$ cat src/rtl/minibyte_spi_mem_if.sv
// CPU-side bus of minibyte_spi_mem: level request / one-cycle ack handshake
// with byte address, write data, read data and a halt (stall) line.
interface minibyte_spi_mem_if;
   logic       req_in;
   logic       we_in;
   logic [7:0] addr_in;
   logic [7:0] wdata_in;
   logic [7:0] rdata_out;
   logic       ack_out;
   logic       halt_out;

   // CPU side drives the request, memory side answers
   modport master (
      output req_in, we_in, addr_in, wdata_in,
      input  rdata_out, ack_out, halt_out
   );

   modport slave (
      input  req_in, we_in, addr_in, wdata_in,
      output rdata_out, ack_out, halt_out
   );
endinterface

$ cat src/rtl/minibyte_spi_mem.sv
// minibyte_spi_mem: byte-wide CPU access to an SPI SRAM (mode 0, MSB first).
// Each access sends a 32-bit frame: command (0x03 read / 0x02 write),
// 16-bit address {0x00, addr}, then one data byte.
// Optional one-entry read cache: define MINIBYTE_SPI_MEM_RDCACHE_EN.
module minibyte_spi_mem #(
   parameter int CLK_DIV = 1
) (
   input  logic              clk_in,
   input  logic              rst_in,
   input  logic              ena_in,
   minibyte_spi_mem_if.slave cpu,
   output logic              spi_cs_n_out,
   output logic              spi_sck_out,
   output logic              spi_mosi_out,
   input  logic              spi_miso_in
);

   typedef enum logic [2:0] {
      ST_IDLE = 3'd0,
      ST_CMD  = 3'd1,
      ST_ADDR = 3'd2,
      ST_DATA = 3'd3,
      ST_DONE = 3'd4
   } state_t;

   localparam logic [7:0] DIV_LAST  = 8'(CLK_DIV - 1);
   localparam logic [7:0] CMD_READ  = 8'h03;
   localparam logic [7:0] CMD_WRITE = 8'h02;

   state_t      state_reg;
   state_t      state_next;
   logic [7:0]  div_cnt_reg;
   logic [3:0]  bit_cnt_reg;
   logic        sck_reg;
   logic [31:0] shift_reg;
   logic [7:0]  rx_reg;
   logic [7:0]  rdata_reg;
   logic        we_reg;

   logic        in_frame;
   logic        half_end;
   logic        phase_end;
   logic [3:0]  bit_last;
   logic        accept;
   logic        hit;
   logic        hit_take;
   logic [7:0]  cache_data;

   assign in_frame  = (state_reg == ST_CMD) || (state_reg == ST_ADDR) || (state_reg == ST_DATA);
   // a half SCK period ends; frozen entirely while ena_in is low
   assign half_end  = ena_in && in_frame && (div_cnt_reg == DIV_LAST);
   assign phase_end = half_end && sck_reg && (bit_cnt_reg == bit_last);
   assign accept    = ena_in && (state_reg == ST_IDLE) && cpu.req_in && !hit;
   assign hit_take  = ena_in && (state_reg == ST_IDLE) && cpu.req_in && hit;

   // index of the last bit of the current phase
   always_comb begin
      bit_last = 4'd0;
      case (state_reg)
         ST_CMD:  bit_last = 4'd7;
         ST_ADDR: bit_last = 4'd15;
         ST_DATA: bit_last = 4'd7;
         default: bit_last = 4'd0;
      endcase
   end

`ifdef MINIBYTE_SPI_MEM_RDCACHE_EN
   logic       cache_valid_reg;
   logic [7:0] cache_tag_reg;
   logic [7:0] cache_data_reg;
   logic [7:0] addr_reg;
   logic [7:0] wdata_reg;
   logic [7:0] tag_eq;

   for (genvar gi = 0; gi < 8; gi++) begin : g_tag_cmp
      assign tag_eq[gi] = cache_tag_reg[gi] ~^ cpu.addr_in[gi];
   end

   assign hit        = cache_valid_reg && !cpu.we_in && (&tag_eq);
   assign cache_data = cache_data_reg;

   // latch access address/data; fill on SPI read, keep coherent on write to the tag
   always_ff @(posedge clk_in) begin
      if (!rst_in) begin
         cache_valid_reg <= 1'b0;
         cache_tag_reg   <= 8'h00;
         cache_data_reg  <= 8'h00;
         addr_reg        <= 8'h00;
         wdata_reg       <= 8'h00;
      end else begin
         if (accept) begin
            addr_reg  <= cpu.addr_in;
            wdata_reg <= cpu.wdata_in;
         end
         if (phase_end && (state_reg == ST_DATA)) begin
            if (!we_reg) begin
               cache_valid_reg <= 1'b1;
               cache_tag_reg   <= addr_reg;
               cache_data_reg  <= rx_reg;
            end else if (cache_valid_reg && (cache_tag_reg == addr_reg)) begin
               cache_data_reg  <= wdata_reg;
            end
         end
      end
   end
`else
   assign hit        = 1'b0;
   assign cache_data = 8'h00;
`endif

   // state register
   always_ff @(posedge clk_in) begin
      if (!rst_in) state_reg <= ST_IDLE;
      else         state_reg <= state_next;
   end

   // next-state: phases advance only at the end of their last bit
   always_comb begin
      state_next = state_reg;
      case (state_reg)
         ST_IDLE: if (ena_in && cpu.req_in) state_next = hit ? ST_DONE : ST_CMD;
         ST_CMD:  if (phase_end) state_next = ST_ADDR;
         ST_ADDR: if (phase_end) state_next = ST_DATA;
         ST_DATA: if (phase_end) state_next = ST_DONE;
         ST_DONE: if (ena_in) state_next = ST_IDLE;
         default: state_next = ST_IDLE;
      endcase
   end

   // SPI shifter: SCK low half with MOSI valid, MISO sampled as SCK rises
   always_ff @(posedge clk_in) begin
      if (!rst_in) begin
         div_cnt_reg <= 8'h00;
         bit_cnt_reg <= 4'd0;
         sck_reg     <= 1'b0;
         shift_reg   <= 32'h0;
         rx_reg      <= 8'h00;
         we_reg      <= 1'b0;
      end else if (accept) begin
         we_reg      <= cpu.we_in;
         shift_reg   <= {cpu.we_in ? CMD_WRITE : CMD_READ, 8'h00, cpu.addr_in,
                         cpu.we_in ? cpu.wdata_in : 8'h00};
         div_cnt_reg <= 8'h00;
         bit_cnt_reg <= 4'd0;
         sck_reg     <= 1'b0;
      end else if (half_end) begin
         div_cnt_reg <= 8'h00;
         if (!sck_reg) begin
            sck_reg <= 1'b1;
            if (state_reg == ST_DATA) rx_reg <= {rx_reg[6:0], spi_miso_in};
         end else begin
            sck_reg     <= 1'b0;
            shift_reg   <= {shift_reg[30:0], 1'b0};
            bit_cnt_reg <= phase_end ? 4'd0 : bit_cnt_reg + 4'd1;
         end
      end else if (ena_in && in_frame) begin
         div_cnt_reg <= div_cnt_reg + 8'd1;
      end
   end

   // read data register: loaded at the end of an SPI read or on a cache hit
   always_ff @(posedge clk_in) begin
      if (!rst_in)                                                rdata_reg <= 8'h00;
      else if (phase_end && (state_reg == ST_DATA) && !we_reg)    rdata_reg <= rx_reg;
      else if (hit_take)                                          rdata_reg <= cache_data;
   end

   // outputs decoded from state
   always_comb begin
      spi_cs_n_out  = !in_frame;
      spi_sck_out   = sck_reg;
      spi_mosi_out  = in_frame && shift_reg[31];
      cpu.rdata_out = rdata_reg;
      cpu.ack_out   = ena_in && (state_reg == ST_DONE);
      cpu.halt_out  = ((state_reg != ST_IDLE) && (state_reg != ST_DONE)) ||
                      ((state_reg == ST_IDLE) && cpu.req_in && !hit);
   end

endmodule

$ cat src/flat_wrapper.sv
// flat-port wrapper written by rule: the top's interface ports become plain ports
module minibyte_spi_mem_flat 
#(
   parameter int CLK_DIV = 1
)
  (clk_in, rst_in, ena_in, spi_cs_n_out, spi_sck_out, spi_mosi_out, spi_miso_in, cpu_req_in, cpu_we_in, cpu_addr_in, cpu_wdata_in, cpu_rdata_out, cpu_ack_out, cpu_halt_out);
  minibyte_spi_mem_if cpu_i ();
  input  logic clk_in;
  input  logic rst_in;
  input  logic ena_in;
  output logic spi_cs_n_out;
  output logic spi_sck_out;
  output logic spi_mosi_out;
  input  logic spi_miso_in;
  input wire logic [$bits(cpu_i.req_in)-1:0] cpu_req_in;
  input wire logic [$bits(cpu_i.we_in)-1:0] cpu_we_in;
  input wire logic [$bits(cpu_i.addr_in)-1:0] cpu_addr_in;
  input wire logic [$bits(cpu_i.wdata_in)-1:0] cpu_wdata_in;
  output wire logic [$bits(cpu_i.rdata_out)-1:0] cpu_rdata_out;
  output wire logic [$bits(cpu_i.ack_out)-1:0] cpu_ack_out;
  output wire logic [$bits(cpu_i.halt_out)-1:0] cpu_halt_out;
  assign cpu_i.req_in = cpu_req_in;
  assign cpu_i.we_in = cpu_we_in;
  assign cpu_i.addr_in = cpu_addr_in;
  assign cpu_i.wdata_in = cpu_wdata_in;
  assign cpu_rdata_out = cpu_i.rdata_out;
  assign cpu_ack_out = cpu_i.ack_out;
  assign cpu_halt_out = cpu_i.halt_out;
  minibyte_spi_mem #(.CLK_DIV(CLK_DIV)) u_core (.clk_in(clk_in), .rst_in(rst_in), .ena_in(ena_in), .cpu(cpu_i), .spi_cs_n_out(spi_cs_n_out), .spi_sck_out(spi_sck_out), .spi_mosi_out(spi_mosi_out), .spi_miso_in(spi_miso_in));
endmodule
$ cat config.mk
export PLATFORM = sky130hd
export DESIGN_NAME = minibyte_spi_mem_flat
export DESIGN_NICKNAME = d
export VERILOG_FILES = /design/src/rtl/minibyte_spi_mem_if.sv /design/src/rtl/minibyte_spi_mem.sv /design/src/flat_wrapper.sv
export SDC_FILE = /design/constraint.sdc
export NUM_CORES = 1
export LEC_CHECK = 0
export BUFFER_PORTS_ARGS = -buffer_cell sky130_fd_sc_hd__buf_2
export CORE_MARGIN = 4
export CORE_UTILIZATION = 40
export DETAILED_ROUTE_END_ITERATION = 6
export PLACE_DENSITY_LB_ADDON = 0.05
export RECOVER_POWER = 25
export SYNTH_ARGS = -nofsm -noshare
export SYNTH_HDL_FRONTEND = slang
export SYNTH_SLANG_ARGS = --single-unit
$ cat constraint.sdc
create_clock -name clk_in -period 2.1 [get_ports clk_in]
set_input_delay 0.105 -clock clk_in [delete_from_list [all_inputs] [get_ports clk_in]]
set_output_delay 0.105 -clock clk_in [all_outputs]
set_load 0.01 [all_outputs]
==> results of run 1 <==
[Yosys cell counts]
| library cell | count | area [sq um] |
|---|---|---|
| o21ai_0 | 10 | 50.05 |
| a21oi_1 | 33 | 165.2 |
| buf_1 | 2 | 7.510 |
| xor2_1 | 4 | 35.03 |
| a21boi_0 | 13 | 97.59 |
| nor2b_1 | 1 | 6.260 |
| nand4_1 | 6 | 37.54 |
| and4_1 | 3 | 26.28 |
| nor4b_1 | 3 | 26.28 |
| clkbuf_1 | 20 | 75.07 |
| or3_1 | 4 | 25.02 |
| or3_4 | 1 | 11.26 |
| ha_1 | 3 | 37.54 |
| nand3_1 | 32 | 160.2 |
| inv_1 | 7 | 26.28 |
| nand2_1 | 63 | 236.5 |
| a2111o_1 | 1 | 11.26 |
| o22a_1 | 1 | 8.760 |
| dfxtp_1 | 65 | 1301 |
| mux2i_1 | 9 | 90.09 |
| or2_2 | 1 | 6.260 |
| o2111ai_1 | 1 | 8.760 |
| a2111oi_4 | 1 | 27.53 |
| o211ai_1 | 1 | 7.510 |
| a21o_1 | 1 | 7.510 |
| xnor2_1 | 3 | 26.28 |
| or3b_1 | 1 | 8.760 |
| a22oi_1 | 8 | 60.06 |
| a311oi_1 | 8 | 70.07 |
| o32a_4 | 1 | 22.52 |
| o21ba_2 | 1 | 10.01 |
| and3_1 | 2 | 12.51 |
| and2_1 | 3 | 18.77 |
| nand4bb_1 | 1 | 11.26 |
| o31ai_1 | 1 | 7.510 |
| nand3b_1 | 3 | 22.52 |
| nand2b_1 | 1 | 6.260 |
| nor2_1 | 12 | 45.04 |
| buf_2 | 2 | 10.01 |
| nor3_1 | 6 | 30.03 |
[through the flow]
stage | instances | utilization [%] | setup WS (ps)
floorplan | 339 | - | 72.94
global placement | 458 | 46.21 | 158.4
detailed placement | 458 | 46.21 | 91.45
CTS | 472 | 48.67 | 78.89
global route | 472 | 48.51 | 2.964
finish | 472 | 48.51 | 143.4
[worst register-to-register path: stages (launching register included)]
cell and delay (ps):
dfxtp_1 450, or3b_1 390, o32a_4 270, a2111oi_4 410, buf_12 180, mux2i_1 180
[per-layer routing]
metal | track usage, % | up-vias
met3 | 5.037 | 4
met1 | 20.57 | 1187
li1 | - | 1268
met2 | 26.10 | 31
met4 | 5.198 | 0
met5 | 0 | -
[power by group through the flow]
stage / registers [uW] / logic, uW / clock network (uW)
floorplan: 1300 / 116 / 0
global placement: 1300 / 182 / 0
detailed placement: 1300 / 183 / 0
CTS: 1270 / 183 / 966
global route: 1280 / 204 / 1020
finish: 1270 / 179 / 931
[layout make-up]
type                       count  area [sq um]  area share (%)
sequential                    65          1301           39.05
multi-input combinational    243          1440           43.22
clock buffer                  11         151.4           4.544
tap                           96         120.1           3.605
timing repair buffer          47         275.3           8.261
inverter                       7         26.28          0.7886
clock inverter                 3         17.52          0.5257
[kinds of logic after synthesis]
logic type	count (synthesis)
and+or+nand+nor	143
AOI/OAI and AO/OA	81
DFF	65
buffers and inverters	31
muxes	9
xor gates and xnor gates	7
adders and majority gates	3
[placed cells by master, fill, tap and decap left out, drive strengths merged, types with 9 or more instances in the layout]
cell type	count
a21boi	13
a21oi	33
buf	34
clkbuf	24
dfxtp	65
mux2i	9
nand2	63
nand3	32
nor2	12
o21ai	10
[how the worst max path moves through the flow]
stage | endpoint | depth (start not counted) | start | slack, ps
6_report | u_core.cpu.rdata_out[0]$_SDFFE_PN0P_ | 5 | u_core.state_reg[0]$_SDFFE_PN0P_ | 140
3_5_place_dp | u_core.state_reg[1]$_SDFFE_PN0P_ | 7 | u_core.div_cnt_reg[0]$_SDFFE_PP0P_ | 90
2_1_floorplan | u_core.cpu.rdata_out[0]$_SDFFE_PN0P_ | 6 | u_core.div_cnt_reg[0]$_SDFFE_PP0P_ | 70
4_1_cts | u_core.state_reg[1]$_SDFFE_PN0P_ | 7 | u_core.div_cnt_reg[0]$_SDFFE_PP0P_ | 80
3_3_place_gp | u_core.cpu.rdata_out[1]$_SDFFE_PN0P_ | 5 | u_core.bit_cnt_reg[0]$_SDFFE_PP0P_ | 160
5_1_grt | u_core.shift_reg[4]$_SDFFE_PN0P_ | 8 | u_core.div_cnt_reg[0]$_SDFFE_PP0P_ | 3
==> summary.txt, run 1 <==
STA
  – Max Slew Vio Count: 0
  – RSZ-0062 raised after global routing: no
  – Highest clock rate: between 500 and 600 MHz
  – Hold_ws: around 33 ps
  – Setup TNS: 0 ps
  – Clock skew: approximately 6.1 ps
  – Final Cycle Share: 93.17%
  – Tmin final: about 2000 ps
  – Worst rel slew slack: around 57%
  – Tightest Pin Transition: roughly 650 ps
  – Fin. Hold Viols: 0
  – Final setup viols: 0

Synth
  – Post-synthesis mux area share: approximately 3.2%
  – Syn. warnings: 0
  – Synth cell types: 40
  – Post-Synth Simple-Gate Area: roughly a quarter
  – Largest family of logic cells by synthesized area: simple AND/OR/NAND/NOR gates
  – Post-synth net total: approximately 360
  – Area share of fa/ha/maj cells after synthesis: under 10%
  – Syn_area_per_cell: ~8.4 sq um
  – Mapped Area: about 2900 sq um
  – Seq/Total Area, Yosys: 45.59%
  – Seq cells post-synth: between 60 and 70
  – Synthesized instance count: about 340
  – Post-synthesis xor/xnor area fraction: 2.148%
  – Compound-Gate Fraction of Synth Area: 19.42%

Worst setup path
  – Setup crit start kind: register
  – WP buf/inv: 1
  – Register-to-Register Path Depth: 5
  – Worst setup EP type: register
  – FF-to-FF setup slack: 140 ps
  – Slowest Stage Delay on Critical Path: around 450 ps
  – Crit path arrival time: roughly 2200 ps
  – Worst-path cell chain: or3b_1, o32a_4, a2111oi_4, buf_12, mux2i_1
  – RR Endpoint: u_core.cpu.rdata_out[0]$_SDFFE_PN0P_
  – Crit path kind: reg -> reg
  – Top delay family on crit path: compound AO/OA/AOI/OAI gates
  – Req. time, crit path: approximately 2400 ps
  – Reg2reg start: u_core.state_reg[0]$_SDFFE_PN0P_
  – Max stage delay cell, worst path: dfxtp_1
  – Crit-path max FO: 8

Die
  – Die area: around 8600 sq um
  – Starting density of the core: 41.55%
  – CORE AREA: ~6900 sq um
  – IO Pins: 35
  – Die height: 92.47 microns
  – Std-Cell Rows: 30
  – Width of the die: roughly 92 microns

Final layout
  – Max reg flops: 32
  – Fillers: between 700 and 800
  – Final instance area: between 3000 and 4000 sq um
  – Layout area overhead: 16.75%
  – Antenna Diode Count: 0
  – Nets: around 400
  – Share of cells above drive strength 1: about 14%

Place
  – Post-DP Area: approximately 3200 sq um
  – GP Congestion: a little over 0.8
  – Port Buf Inserts: 34
  – Detail Placement HPWL: about 4200 microns

Routing
  – WL met3: 158 microns
  – Iter 0 DRT Violations: approximately 110
  – DRC Markers: 0
  – Wire length on met2: approximately 3200 microns
  – TritonRoute pass-1 iters: 4
  – Vias: 2490
  – Final ANT Viol Nets: 0
  – Uppermost layer routed: met4
  – DRT met1 WL: about 3000 microns
  – Drt total wl: between 6000 and 7000 microns
  – DR WL/cell: about 14 microns
  – Vias per std cell: around 5.3

CTS
  – Num CTS Buffers: 9
  – CTS tree: yes
  – H-tree depth: 3
  – CTS Hold Bufs: 0
  – Clock sink total: 65
  – CTS root buf: clkbuf_8
  – Worst-path clk slew: roughly 70 ps
  – Clock buffer depth: 2
  – Post-CTS sizing: 0
  – Postcts setup bufs: 0
  – Clk_lat worst skew: ~330 ps

Pwr
  – Psw: 580.9 uW
  – Leak: around 0.0011 uW
  – Max VDD drop: between 0.0004 and 0.0005 V
  – Clk pwr share: between 30% and 40%
  – Flop pwr share: 53.5%
  – Net Sw Frac: ~24%
  – Internal: 1804 uW
  – Part of the power in combinational logic: 7.5%
  – Power Total: 2385 uW
  – PwrDens: around 720 nW/um^2

GRT
  – First-pass GRT wire length: 11180 microns
  – Largest net degree at the start of global routing: 38
  – GRT Residual Overflow: 0
  – Initial antenna violation count: 0
  – Total GRT Usage: roughly 16%
  – Vias in the first global route: about 2400

Worst hold path
  – Hold Path End: u_core.rx_reg[0]$_SDFFE_PN0P_
  – Hold depth: 3
  – Worst hold start: spi_miso_in
  – Hold Crit Class: in -> reg

Status
  – Status: finished, final reports clean

Flow run
  – Max-cap violations: 0
(Power assumes the default switching activity.)
==> inputs of run 2 (changes only) <==
--- a/config.mk
+++ b/config.mk
@@ -5,12 +5,13 @@
 export SDC_FILE = /design/constraint.sdc
 export NUM_CORES = 1
 export LEC_CHECK = 0
-export BUFFER_PORTS_ARGS = -buffer_cell sky130_fd_sc_hd__buf_2
+export BUFFER_PORTS_ARGS = -buffer_cell sky130_fd_sc_hd__clkbuf_2
 export CORE_MARGIN = 4
 export CORE_UTILIZATION = 40
 export DETAILED_ROUTE_END_ITERATION = 6
-export PLACE_DENSITY_LB_ADDON = 0.05
+export PLACE_DENSITY_LB_ADDON = 0.15
 export RECOVER_POWER = 25
+export SKIP_LAST_GASP = 1
 export SYNTH_ARGS = -nofsm -noshare
 export SYNTH_HDL_FRONTEND = slang
 export SYNTH_SLANG_ARGS = --single-unit
==> run 2 against run 1 <==
Compared with the run above: first-iteration DRC count rose by 42%; via count barely moved; hold slack got worse by 15 ps; maximum frequency barely moved; sequential power barely moved; setup slack got worse by 1.2 ps; count of clock-buffer cells in the layout fell by 1; critical path depth did not move; final area fell by 0.19%; combinational power barely moved.
==> summary.txt, run 2 (synthesis gave the netlist of run 1 again) <==
Status
  – Status: finished, final reports clean

STA
  – Tightest Pin Transition: just over 700 ps
  – Worst rel slew slack: a little over half
  – Max Slew Vio Count: 0
  – Fin. Hold Viols: 0
  – Tmin final: 1958 ps
  – Final Cycle Share: between 90 and 100%
  – RSZ-0062 raised after global routing: no
  – Final setup viols: 0
  – Highest clock rate: between 500 and 600 MHz
  – Clock skew: between 6 and 7 ps
  – Setup TNS: 0 ps

Die
  – CORE AREA: about 6900 sq um
  – Die height: a little over 90 microns
  – Std-Cell Rows: 30
  – IO Pins: 35
  – Width of the die: roughly 92 microns
  – Starting density of the core: 41.55%
  – Die area: about 8600 sq um

Worst setup path
  – Crit path kind: reg -> reg
  – Worst-path cell chain: or3b_1, o32a_4, a2111oi_4, buf_12, mux2i_1
  – Setup crit start kind: register
  – Crit-path max FO: 8
  – Slowest Stage Delay on Critical Path: between 400 and 500 ps
  – Max stage delay cell, worst path: dfxtp_1
  – Worst setup EP type: register
  – Req. time, crit path: between 2000 and 2500 ps
  – Top delay family on crit path: compound AO/OA/AOI/OAI gates
  – Crit path arrival time: 2220 ps
  – WP buf/inv: 1

GRT
  – First-pass GRT wire length: around 11000 microns
  – Largest net degree at the start of global routing: 38
  – GRT Residual Overflow: 0
  – Total GRT Usage: roughly 16%
  – Vias in the first global route: between 2000 and 2500
  – Initial antenna violation count: 0

Final layout
  – Most frequent cells in the layout: dfxtp_1 (65), nand2_1 (63), a21oi_1 (33), nand3_1 (32), clkbuf_2 (23)
  – Layout area overhead: 16.53%
  – Share of cells above drive strength 1: between 10% and 20%
  – Antenna Diode Count: 0
  – Nets: between 300 and 400
  – Fillers: about 700
  – Area taken by multi-input logic gates: 1440 sq um
  – FF/Latch Area: roughly 1300 sq um
  – Max reg flops: 32
  – Final instance area: around 3300 sq um
  – Commonest non-fill, non-tap cell in the layout: dfxtp_1

Routing
  – Vias: about 2500
  – Iter 0 DRT Violations: around 160
  – TritonRoute pass-1 iters: 4
  – Final ANT Viol Nets: 0
  – DRC Markers: 0
  – Vias per std cell: 5.273
  – DR WL/cell: about 13 microns
  – Drt total wl: roughly 6200 microns

CTS
  – Post-CTS sizing: 0
  – Num CTS Buffers: 9
  – CTS tree: yes
  – Postcts setup bufs: 0
  – H-tree depth: 3
  – Worst-path clk slew: around 70 ps
  – Clock buffer depth: 2
  – Clock sink total: 65
  – CTS root buf: clkbuf_8
  – Clk_lat worst skew: 320 ps
  – CTS Hold Bufs: 0

Place
  – Port Buf Inserts: 34
  – GP Congestion: 0.8147
  – Detail Placement HPWL: ~4100 microns
  – Post-DP Area: between 3000 and 4000 sq um

Pwr
  – Max VDD drop: around 0.00035 V
  – PwrDens: 711.6 nW/um^2
  – Power Total: roughly 2400 uW
  – Leak: between 0.001 and 0.0015 uW

Flow run
  – Max-cap violations: 0

Worst hold path
  – Hold Crit Class: in -> reg
## run 2: cell types whose count changed in the layout (fill, tap and decap cells not counted)
cell        change
buf_2          -22
clkbuf_2       +22
clkinvlp_4      +2
buf_4           -1
clkbuf_8        -1
## run 2: worst paths after layout
kind                            slack, ps                         startpoint                                    to  depth (start not counted)
worst max register to register        140   u_core.state_reg[0]$_SDFFE_PN0P_  u_core.cpu.rdata_out[2]$_SDFFE_PN0P_                          5
worst max-delay path                  140   u_core.state_reg[0]$_SDFFE_PN0P_  u_core.cpu.rdata_out[2]$_SDFFE_PN0P_                          5
worst min-delay path                   20                        spi_miso_in         u_core.rx_reg[0]$_SDFFE_PN0P_                          3
worst min register to register        450  u_core.shift_reg[15]$_SDFFE_PN0P_     u_core.shift_reg[16]$_SDFFE_PP0P_                          2
## run 2: tightest hold or removal path: stages
cell      delay, ps
clkbuf_2         80
nand3_1          50
a21boi_0         60
## run 2: layer usage
layer | part of all wire, % | wire length [microns] | vias up | GRT usage, %
li1 | - | - | 1270 | -
met1 | 46 | 2869 | 1173 | 19.01
met2 | 49 | 3051 | 42 | 25.80
met3 | 3.5 | 217 | 4 | 3.412
met4 | 1.1 | 69 | 0 | 7.550
met5 | 0 | 0 | - | 0
## run 2: final cells by class
type	instances	share of cell area, %
Tap cell	96	3.612
Clock inverter	5	0.9782
Sequential cell	65	39.13
Inverter	7	0.7901
Timing Repair Buffer	46	8.051
Clock buffer	10	4.138
Multi-Input combinational cell	243	43.30
## run 2: per-stage QoR
stage | setup slack [ps] | hold slack, ps | utilization, % | cells
after detailed placement | 103.7 | 360.6 | 46.10 | 457
after global placement | 173.6 | 364.8 | 46.10 | 457
after global routing | 23.97 | 24.52 | 48.42 | 472
after floorplan | 72.94 | 261.1 | - | 339
final | 142.2 | 18.44 | 48.42 | 472
after CTS | 83.12 | 4.813 | 48.58 | 472
## run 2: where the power goes
part / switching [uW] / internal, uW / leakage, uW
Sequential: 17.5 / 1260 / 0.000526
Clock: 464 / 449 / 0.0000802
Combinational: 108 / 69.7 / 0.000527
Total: 589 / 1780 / 0.00113
==> inputs of run 3 (changes only) <==
--- a/config.mk
+++ b/config.mk
@@ -9,6 +9,7 @@
 export CORE_MARGIN = 4
 export CORE_UTILIZATION = 40
 export DETAILED_ROUTE_END_ITERATION = 6
+export GPL_TIMING_DRIVEN = 0
 export PLACE_DENSITY_LB_ADDON = 0.15
 export RECOVER_POWER = 25
 export SKIP_LAST_GASP = 1
==> run 3 against run 2 <==
Compared with the run above: maximum frequency increased by 1.2%; first-iteration DRC count decreased by 38%; critical path type unchanged; sequential cell count unchanged; routed wire length increased by 5.1%; die area unchanged; utilization increased by 1.5 points; sequential power about the same.
==> summary.txt, run 3 (synthesis gave the netlist of run 1 again) <==
Status
  – Status: finished, final reports clean

Die
  – Die height: a little over 90 microns
  – Starting density of the core: 41.55%
  – Die area: between 8000 and 9000 sq um
  – Width of the die: 92.47 microns
  – CORE AREA: ~6900 sq um
  – IO Pins: 35
  – Std-Cell Rows: 30

Routing
  – DRC Markers: 0
  – Iter 0 DRT Violations: 98
  – Final ANT Viol Nets: 0
  – Vias per std cell: slightly above 5
  – Drt total wl: 6524 microns
  – TritonRoute pass-1 iters: 4
  – DR WL/cell: between 10 and 15 microns
  – Vias: approximately 2500

STA
  – Worst rel slew slack: approximately 65%
  – Tmin final: 1935 ps
  – Highest clock rate: around 520 MHz
  – Clock skew: roughly 11 ps
  – Tightest Pin Transition: between 500 and 600 ps
  – Max Slew Vio Count: 0
  – Final setup viols: 0
  – Final Cycle Share: about 92%
  – Fin. Hold Viols: 0
  – RSZ-0062 raised after global routing: no

Worst setup path
  – Setup crit start kind: register
  – Worst-path cell chain: o21ba_1, clkbuf_1, nand4_1, clkbuf_2, nand3_1, nor2_1
  – Worst setup EP type: register
  – WP buf/inv: 2
  – Crit-path max FO: 10
  – Slowest Stage Delay on Critical Path: about 450 ps
  – Crit path arrival time: between 2000 and 2500 ps
  – Top delay family on crit path: buffers and inverters
  – Max stage delay cell, worst path: dfxtp_1
  – Req. time, crit path: about 2300 ps
  – Crit path kind: reg -> reg

GRT
  – Total GRT Usage: ~16%
  – First-pass GRT wire length: 10830 microns
  – Vias in the first global route: roughly 2300
  – Largest net degree at the start of global routing: 13
  – Initial antenna violation count: 0
  – GRT Residual Overflow: 0

Flow run
  – Max-cap violations: 0

Place
  – Port Buf Inserts: 32
  – GP Congestion: a little under 0.8
  – Post-DP Area: 3134 sq um
  – Detail Placement HPWL: 4530 microns

CTS
  – Clock buffer depth: 2
  – CTS root buf: clkbuf_8
  – H-tree depth: 3
  – Num CTS Buffers: 9
  – Worst-path clk slew: about 80 ps
  – CTS tree: yes
  – Clk_lat worst skew: 350 ps
  – Clock sink total: 65

Pwr
  – Max VDD drop: between 0.0003 and 0.0004 V
  – Leak: around 0.0012 uW
  – PwrDens: ~800 nW/um^2

Final layout
  – Antenna Diode Count: 0
  – Final instance area: 3426 sq um
  – Max reg flops: 32
  – Share of cells above drive strength 1: about an eighth
  – Most frequent cells in the layout: dfxtp_1 (65), nand2_1 (63), a21oi_1 (33), nand3_1 (32), clkbuf_1 (28)
  – Commonest non-fill, non-tap cell in the layout: dfxtp_1
  – Final Util: about half
  – Layout area overhead: 20.04%
  – Nets: 410

Worst hold path
  – Hold Crit Class: in -> reg
==> run 3: routing by layer <==
metal | vias to the layer above | GRT usage [%] | wire length, microns
met3 | 12 | 3.574 | 285
li1 | 1294 | - | -
met5 | - | 0 | 0
met2 | 41 | 25.32 | 2980
met1 | 1154 | 20.30 | 3120
met4 | 0 | 8.416 | 138
==> run 3: per-stage QoR <==
stage                     power (uW)  worst slack, ps  TNS, ps  instances  hold slack (ps)
final                           2754            165.4        0        486            33.16
after global routing            2856            29.34        0        486            21.43
after CTS                       2781            42.00        0        484            22.76
after detailed placement        1480           -349.7   -10340        467            374.5
after global placement          1478           -337.0    -9799        467            359.1
after floorplan                 1416            72.94        0        339            261.1
==> run 3: area by class of cell <==
type / instances / area, sq um
buffer: 23 / 95.09
clock buffer: 10 / 127.6
clock inverter: 6 / 116.4
fill: 703 / 3443
inverter: 7 / 26.28
multi-input combinational: 243 / 1450
sequential: 65 / 1301
tap: 96 / 120.1
timing repair buffer: 36 / 188.9
==> run 3: worst reg2reg max path: cells and delay by family, from the launching register on <==
kind | cells | cell delay, ps
flip-flops | 1 | 450
AO/OA/AOI/OAI | 1 | 240
AND/OR/NAND/NOR | 3 | 520
buffers and inverters | 2 | 600
==> run 3: final timing paths <==
| check | start | depth (start not counted) | slack (ps) | to |
|---|---|---|---|---|
| min | cpu_addr_in[1] | 3 | 30 | u_core.shift_reg[9]$_SDFFE_PN0P_ |
| max | u_core.state_reg[0]$_SDFFE_PN0P_ | 6 | 170 | u_core.div_cnt_reg[6]$_SDFFE_PP0P_ |
| max reg2reg | u_core.state_reg[0]$_SDFFE_PN0P_ | 6 | 170 | u_core.div_cnt_reg[6]$_SDFFE_PP0P_ |
| min reg2reg | u_core.shift_reg[17]$_SDFFE_PP0P_ | 2 | 450 | u_core.shift_reg[18]$_SDFFE_PP0P_ |
==> run 3: power by group <==
| group | switching [uW] | total [uW] | internal, uW |
|---|---|---|---|
| clock | 506 | 1300 | 795 |
| combinational | 112 | 178 | 66.2 |
| sequential | 16.8 | 1270 | 1260 |
| total | 635 | 2750 | 2120 |
==> run 3: timing repair <==
action,CTS,global route
setup buffers,1,2
pin swaps,1,2
hold endpoints to repair,1,0
setup endpoints to repair,55,42
gates resized for setup,6,2
hold buffers,1,0
